### src/rtl/ifetch_pkg.sv
// Shared types for the instruction fetch controller: FSM encoding, NOP word and
// the {pc, instr} entry carried through the fetch buffer.
package ifetch_pkg;

   typedef enum logic [1:0] {
      IDLE  = 2'd0,
      FETCH = 2'd1,
      FAULT = 2'd2
   } state_t;

   localparam logic [31:0] NOP = 32'h0000_0013;

   typedef struct packed {
      logic [31:0] pc;
      logic [31:0] instr;
   } entry_t;

endpackage

### src/rtl/ifetch_fifo.sv
// Synchronous show-ahead fetch buffer with flush; push while full is accepted
// only when the head is popped in the same cycle.
module ifetch_fifo
   import ifetch_pkg::*;
#(
   parameter int DEPTH = 2
) (
   input  logic   clk,
   input  logic   rst_n,
   input  logic   push,
   input  logic   pop,
   input  logic   flush,
   input  entry_t din,
   output entry_t head,
   output logic   full,
   output logic   empty
);

   localparam int AW = $clog2(DEPTH);

   entry_t         mem [DEPTH];
   logic [AW-1:0]  wr_ptr;
   logic [AW-1:0]  rd_ptr;
   logic [AW:0]    count;
   logic           do_push;
   logic           do_pop;

   assign full    = (count == (AW+1)'(DEPTH));
   assign empty   = (count == '0);
   assign do_pop  = pop && !empty;
   assign do_push = push && (!full || do_pop);
   assign head    = mem[rd_ptr];

   always_ff @(posedge clk) begin
      if (!rst_n || flush) begin
         wr_ptr <= '0;
         rd_ptr <= '0;
         count  <= '0;
      end else begin
         if (do_push) wr_ptr <= wr_ptr + AW'(1);
         if (do_pop)  rd_ptr <= rd_ptr + AW'(1);
         case ({do_push, do_pop})
            2'b10:   count <= count + (AW+1)'(1);
            2'b01:   count <= count - (AW+1)'(1);
            default: count <= count;
         endcase
      end
   end

   // Storage carries data only; validity is tracked by the pointers above.
   always_ff @(posedge clk) begin
      if (do_push && !flush) mem[wr_ptr] <= din;
   end

endmodule

### src/rtl/instr_fetch_ctrl.sv
// Instruction fetch controller: PC/FSM, range and alignment fault detection, fetch buffer.
// Define IFETCH_PERF_EN to add the perf_fetched / perf_stall counters.
module instr_fetch_ctrl
   import ifetch_pkg::*;
#(
   parameter logic [31:0] RESET_PC   = 32'h0000_0000,
   parameter logic [31:0] START_ADDR = 32'h0000_0000,
   parameter int          MEM_DEPTH  = 256,
   parameter int          FIFO_DEPTH = 2
) (
   input  logic        clk,
   input  logic        rst_n,
   input  logic        fetch_en,
   input  logic        redirect_valid,
   input  logic [31:0] redirect_pc,
   output logic [31:0] imem_addr,
   input  logic [31:0] imem_instr,
   output logic        if_valid,
   input  logic        if_ready,
   output logic [31:0] if_pc,
   output logic [31:0] if_instr,
   output logic        fetch_fault,
`ifdef IFETCH_PERF_EN
   output logic [31:0] perf_fetched,
   output logic [31:0] perf_stall,
`endif
   output logic        busy
);

   localparam logic [31:0] DEPTH_WORDS = MEM_DEPTH;

   state_t      state_q, state_d;
   logic [31:0] pc_q, pc_d;
   logic [31:0] offset;
   logic        pc_legal;
   logic        do_push;
   logic        do_pop;
   logic        fifo_full;
   logic        fifo_empty;
   entry_t      push_entry;
   entry_t      head;

   // Offset is taken modulo 2^32 so a PC below START_ADDR lands far out of range.
   assign offset     = pc_q - START_ADDR;
   assign pc_legal   = (pc_q[1:0] == 2'b00) && ({2'b00, offset[31:2]} < DEPTH_WORDS);
   assign do_pop     = !fifo_empty && if_ready && !redirect_valid;
   assign push_entry = {pc_q, imem_instr};

   always_comb begin
      state_d = state_q;
      pc_d    = pc_q;
      do_push = 1'b0;
      if (redirect_valid) begin
         state_d = fetch_en ? FETCH : IDLE;
         pc_d    = redirect_pc;
      end else begin
         case (state_q)
            IDLE:  if (fetch_en) state_d = FETCH;
            FETCH: begin
               if (!fetch_en) begin
                  state_d = IDLE;
               end else if (!pc_legal) begin
                  state_d = FAULT;
               end else if (!fifo_full || do_pop) begin
                  do_push = 1'b1;
                  pc_d    = pc_q + 32'd4;
               end
            end
            FAULT:   state_d = FAULT;
            default: state_d = IDLE;
         endcase
      end
   end

   always_ff @(posedge clk) begin
      if (!rst_n) begin
         state_q <= IDLE;
         pc_q    <= RESET_PC;
      end else begin
         state_q <= state_d;
         pc_q    <= pc_d;
      end
   end

   ifetch_fifo #(
      .DEPTH (FIFO_DEPTH)
   ) u_fifo (
      .clk   (clk),
      .rst_n (rst_n),
      .push  (do_push),
      .pop   (do_pop),
      .flush (redirect_valid),
      .din   (push_entry),
      .head  (head),
      .full  (fifo_full),
      .empty (fifo_empty)
   );

   // Head fields are forced to zero while the buffer is empty.
   assign imem_addr   = pc_q;
   assign if_valid    = !fifo_empty;
   assign if_pc       = if_valid ? head.pc : 32'd0;
   assign if_instr    = if_valid ? head.instr : 32'd0;
   assign fetch_fault = (state_q == FAULT);
   assign busy        = (state_q != IDLE) || !fifo_empty;

`ifdef IFETCH_PERF_EN
   always_ff @(posedge clk) begin
      if (!rst_n) begin
         perf_fetched <= 32'd0;
         perf_stall   <= 32'd0;
      end else begin
         if (do_push) perf_fetched <= perf_fetched + 32'd1;
         if ((state_q == FETCH) && fifo_full && !do_pop) perf_stall <= perf_stall + 32'd1;
      end
   end
`endif

endmodule

### config.mk
export PLATFORM = sky130hd
export DESIGN_NAME = instr_fetch_ctrl
export DESIGN_NICKNAME = d
export VERILOG_FILES = /design/src/rtl/ifetch_pkg.sv /design/src/rtl/ifetch_fifo.sv /design/src/rtl/instr_fetch_ctrl.sv
export SDC_FILE = /design/constraint.sdc
export NUM_CORES = 1
export LEC_CHECK = 0
export ABC_AREA = 1
export CORE_UTILIZATION = 49
export DETAILED_ROUTE_END_ITERATION = 7
export PLACE_DENSITY = 0.8
export REMOVE_ABC_BUFFERS = 1
export SLEW_MARGIN = 20
export SYNTH_ARGS = -nofsm -noshare
export SYNTH_HDL_FRONTEND = slang
export SYNTH_SLANG_ARGS = --single-unit
export TNS_END_PERCENT = 10
### constraint.sdc
create_clock -name clk -period 5.35 [get_ports clk]
set_clock_uncertainty 0.1 [all_clocks]
set_input_delay 0.535 -clock clk [delete_from_list [all_inputs] [get_ports clk]]
set_output_delay 0.535 -clock clk [all_outputs]
set_load 0.03 [all_outputs]
Word-level counts from Yosys, hierarchy flattened
Memory sizes are Yosys's and may differ from the RTL's. A register that Yosys moved wholly into a read port is not among the register bits.
Index checks and enable logic that the tools add are counted.
{ "word_totals": {"register_bits": 38, "latchBits": 0, "ram_bits": 128, "romBits": 0, "inputBits": 69, "output_inout_bits": 99, "mem_count": 1} }
{ "classes": {"n_addsub": 5, "n_mul": 0, "n_div": 0, "n_lt_le_gt_ge": 1, "eq_ne": 7, "n_shift": 0, "n_mux": 23, "bitwise": 0, "reduce_logical": 25} }
{ "mem_list": {"columns": ["memory", "words", "width", "read_ports", "rd_ports_with_merged_regs", "wr", "line", "text"], "rows": [
  ["u_fifo.mem", 2, 64, 1, 1, 1, "ifetch_fifo.sv:21", "entry_t mem [DEPTH];"]
]} }
{ "ops": {"columns": ["op", "count"], "rows": [
  ["32-bit 2-to-1 mux", 7],
  ["32-bit by 3-bit adder with 32-bit output (second input constant)", 1],
  ["30-bit by 9-bit less-than comparator with 1-bit output (second input constant)", 1],
  ["2-bit nonzero test", 6],
  ["1-bit 2-to-1 mux", 10],
  ["2-bit 2-to-1 mux", 4],
  ["2-bit == test (second input constant)", 3],
  ["1-bit logical AND", 6],
  ["2-bit zero test", 3],
  ["2-bit one-hot mux with 3 select lines", 1],
  ["2-bit by 1-bit == test with 1-bit output (second input constant)", 2],
  ["1-bit zero test", 4],
  ["1-bit logical OR", 4],
  ["4-bit != test (second input constant)", 1],
  ["2-bit one-hot mux with 2 select lines", 1],
  ["4-bit AND reduction", 1],
  ["3-bit != test (second input constant)", 1],
  ["1-bit adder (second input constant)", 2],
  ["2-bit by 1-bit adder with 2-bit output (second input constant)", 1],
  ["2-bit AND reduction", 1],
  ["2-bit by 1-bit subtractor with 2-bit output (second input constant)", 1]
]} }

Depth between registers and ports, before layout
{ "logic_depth": {"depth_word": 14, "depth_mapped": 11, "mapped_depth_nobuf": 11} }

Modules after synthesis
From an unflattened synthesis, not the netlist that was laid out.
{ "unflattened": {"cells_unflattened": 628, "hier_area_um2": 7113.1} }
{ "modules_own_cells": {"columns": ["module", "n_inst", "cells_per_inst", "area_each_um2", "seq_area_each_um2"], "rows": [
  ["ifetch_fifo", 1, 237, 4899.7, 3943.8],
  ["instr_fetch_ctrl", 1, 391, 2213.4, 680.7]
]} }

Worst setup path before layout
No wires, ideal clock.
{ "synth_timing": {"path_type": "register -> register", "start": "reg pc_q[30], in the netlist imem_addr[30]", "end": "mem u_fifo.mem[1][0] (netlist bit) (enable)", "setup_ns": 0.488, "arrival_time_ns": 3.839, "required_time_ns": 4.762, "setup_slack_ns": 0.923, "stages_incl_launch_ff": 8, "path_buffers": 0, "period_less_slack_ns": 4.427, "cell_sequence": "dfxtp_1 > nor2_1 > nand2_1 > nor2_1 > nand2_1 > nor2_4 > nand4_1 > nor2_1"} }
{ "synth_via": {"elab_chain_cells": 10} }
{ "synth_rtl": {"columns": ["element", "line", "text"], "rows": [
  ["start, declared", "instr_fetch_ctrl.sv:33", "logic [31:0] pc_q, pc_d;"],
  ["start signal, assigned", "instr_fetch_ctrl.sv:81", "pc_q <= pc_d;"],
  ["30-bit by 9-bit less-than comparator with 1-bit output", "instr_fetch_ctrl.sv:45", "assign pc_legal = (pc_q[1:0] == 2'b00) && ({2'b00, offset[31:2]} < DEPTH_WORDS);"],
  ["1-bit logical AND", "instr_fetch_ctrl.sv:45", null],
  ["1-bit 2-to-1 mux", "instr_fetch_ctrl.sv:62", "end else if (!pc_legal) begin"],
  ["1-bit 2-to-1 mux", "instr_fetch_ctrl.sv:60", "if (!fetch_en) begin"],
  ["1-bit 2-to-1 mux", "instr_fetch_ctrl.sv:57", "case (state_q)"],
  ["1-bit 2-to-1 mux", "instr_fetch_ctrl.sv:53", "if (redirect_valid) begin"],
  ["1-bit logical AND", "ifetch_fifo.sv:31", "assign do_push = push && (!full || do_pop);"],
  ["1-bit logical AND", "ifetch_fifo.sv:52", "if (do_push && !flush) mem[wr_ptr] <= din;"],
  ["1-bit 2-to-1 mux", "ifetch_fifo.sv:52", null],
  ["1-bit 2-to-1 mux (implied by the code)", "ifetch_fifo.sv:52", null],
  ["end, declared", "ifetch_fifo.sv:21", null]
]} }
Every way passes these cells.

==> metrics.cfg <==
[placed_design]
place_ws_ps = 1711
placed_cells = 941
port_buffers = 167
gp_congestion = 0.8480
place_hpwl_mm = 9.887
dpl_cell_area_sq_mm = 0.008474

[final_layout]
num-fill-cells = 971
fin_nets = 855
postLayoutCellArea_sq_mm = 0.009074
drive_above_1_share_pct = 6.775
num_antenna_cells = 0
fin_util_pct = 68.52
syn_to_final_growth_pct = 36.29
layout.cells.non_filler = 973

[power]
ir_drop_mv = 0.1804
leakagePower_nw = 3.280
power-per-cell-area_mw_per_mm2 = 311.0
finalPower_mw = 2.822

[synth]
synth_edf_count = 128
avgSynthCellArea_sq_um = 10.64
yosys.area.top_type_share_pct = 57.73
yosys_warnings = 0
synthMostInstantiatedCell = nand2_1
synth_simple_gate_area_share_pct = 17.83
synth_ff_type = edfxtp_1
syn-cell-area_sq_mm = 0.006658
synth_cell_types = 32
async_flop_share_pct = 0
synth_xor_area_share_pct = 0.5262
synthMuxAreaShare_pct = 0
synth_compound_area_share_pct = 8.532
yosys.area.top_type = edfxtp_1
synth-adder-area-share_pct = 0.3759
ys_seq_area_share_pct = 69.46
synth_top_family_by_area = simple AND/OR/NAND/NOR gates
synthTopCellsByCount = nand2_1, edfxtp_1, a21oi_1
synthCells = 626
ys_ff_latch = 167
synthTopCellsByArea = edfxtp_1, dfxtp_1, nand2_1

[global_route]
grt_util_met2_pct = 39.11
grtUsageMet1_pct = 27.05
antenna_found_initial = 1
gr-usage-all-layers_pct = 22.64
grt_pass1_wl_mm = 24.35
use_met3_pct = 5.212
grt_start_max_net_pins = 66
grt-busiest-layer = met2
grt_pass1_vias = 4907
grt.overflow.total = 0

[die]
die_y_um = 118.6
rows = 42
num_io_pins = 168
core_sq_mm = 0.01324
die_w_um = 118.6
die_area_sq_mm = 0.01406
start_util_pct = 50.27

[sta]
hold_violations = 0
holdWs_ps = 408.3
finalCritPeriodShare_pct = 73.61
final.setup.tns_ps = 0
rsz0062_at_grt = false
setup_ws_ps = 1412
fmax_mhz = 253.9
setup_viol = 0
worstMarginPinSlew_ps = 951.8
relSlewSlack_pct = 36.47
slew_viol_final = 0
min_period_ps = 3938

[clock_network]
cts_tree = done
clk_latency_ps = 410
clkTransAtPathRegs_ps = 60
ctsHoldBuffers = 0
ctsResizeCount = 0
cts_sinks = 167
numCtsBuffers = 17
cts_root_buf = clkbuf_16
cts_setup_buffers = 0
clockBufferDepth = 2
cts-htree-levels = 4

[worst_setup_path]
cp.required_ps = 4720
cp_max_fo = 65
r2r_start = imem_addr[22]
cp.arrival_ps = 3300
reg2reg_slack_ps = 2540
r2r_cells = 8
crit_end = if_pc[22]
r2r_end = u_fifo.mem[1][60]
crit_path_end_kind = output port
critical_path_class = reg2out
start_kind = register

[routing]
drtIter0Drc = 444
ant_nets = 0
drt_drc_violations_left = 0
via_count = 5111
wl_per_cell_um = 16.10
via_per_inst = 5.253
wl_mm = 15.67
firstDrtPassIters = 5

[hold_path]
hold_class = reg2reg

[flow_run]
cap_violations = 0

[outcome]
status = complete, no violations

## cell families after synthesis
group / count (synthesis)
compound gates: 110
xor+xnor: 4
fa+ha+maj: 2
buf+inv: 52
flops: 167
simple gates: 291
## registers in the layout (all words and copies together) (netlist names), named ones only
register       flops
imem_addr         32
u_fifo.wr_ptr      1
u_fifo.mem       128
u_fifo.count       2
u_fifo.rd_ptr      1
state_q            2
## cell usage in the layout, fill, tap and decap left out, types with 3 or more instances in the layout
cell type / n
nand3_1: 26
clkdlybuf4s50_1: 167
nor2_4: 3
nand2_1: 190
inv_1: 13
o21ai_0: 17
nand4_1: 3
dfxtp_1: 38
nand2_2: 3
edfxtp_1: 128
nor2_1: 57
a21oi_1: 89
clkinvlp_4: 4
clkbuf_16: 17
buf_4: 4
## how the worst min path moves through the flow
stage	slack [ps]	cells after the start	end	start
2_1_floorplan	360	2	register	u_fifo.rd_ptr
3_3_place_gp	380	2	u_fifo.rd_ptr	u_fifo.rd_ptr
6_report	410	2	u_fifo.rd_ptr	u_fifo.rd_ptr
3_5_place_dp	390	2	register	u_fifo.rd_ptr
4_1_cts	410	2	register	u_fifo.rd_ptr
5_1_grt	430	0	u_fifo.mem[0][60]	imem_addr[28]
## routing by layer
metal  part of all wire (%)  routed length, um
met3                    6.9               1087
met1                     41               6404
met2                     50               7848
met5                  0.083                 13
met4                    2.0                315
## worst max-delay path, cell delays in order (launching register included)
cell and delay [ps]:
dfxtp_2 310, buf_4 550, clkinv_2 950, nand2_1 290
a21oi_1 130, clkdlybuf4s50_1 640
## power breakdown
group	total, mW	internal, mW	leakage (nW)	switching, mW
Sequential	1.43	1.41	1.47	0.0231
Clock	1.21	0.699	0.280	0.510
Combinational	0.182	0.0896	1.53	0.0921
Total	2.82	2.20	3.28	0.625
## layout make-up
type,count,area [sq um],area share [%]
flip-flops and latches,167,4626,50.98
multi-input cells,407,1831,20.17
repair buffers,172,1722,18.97
clock buffers,17,425.4,4.688
well taps,176,220.2,2.427
clock inverters,15,172.7,1.903
inverters,19,77.57,0.8549
No activity file was read; power rests on OpenSTA's default activity.
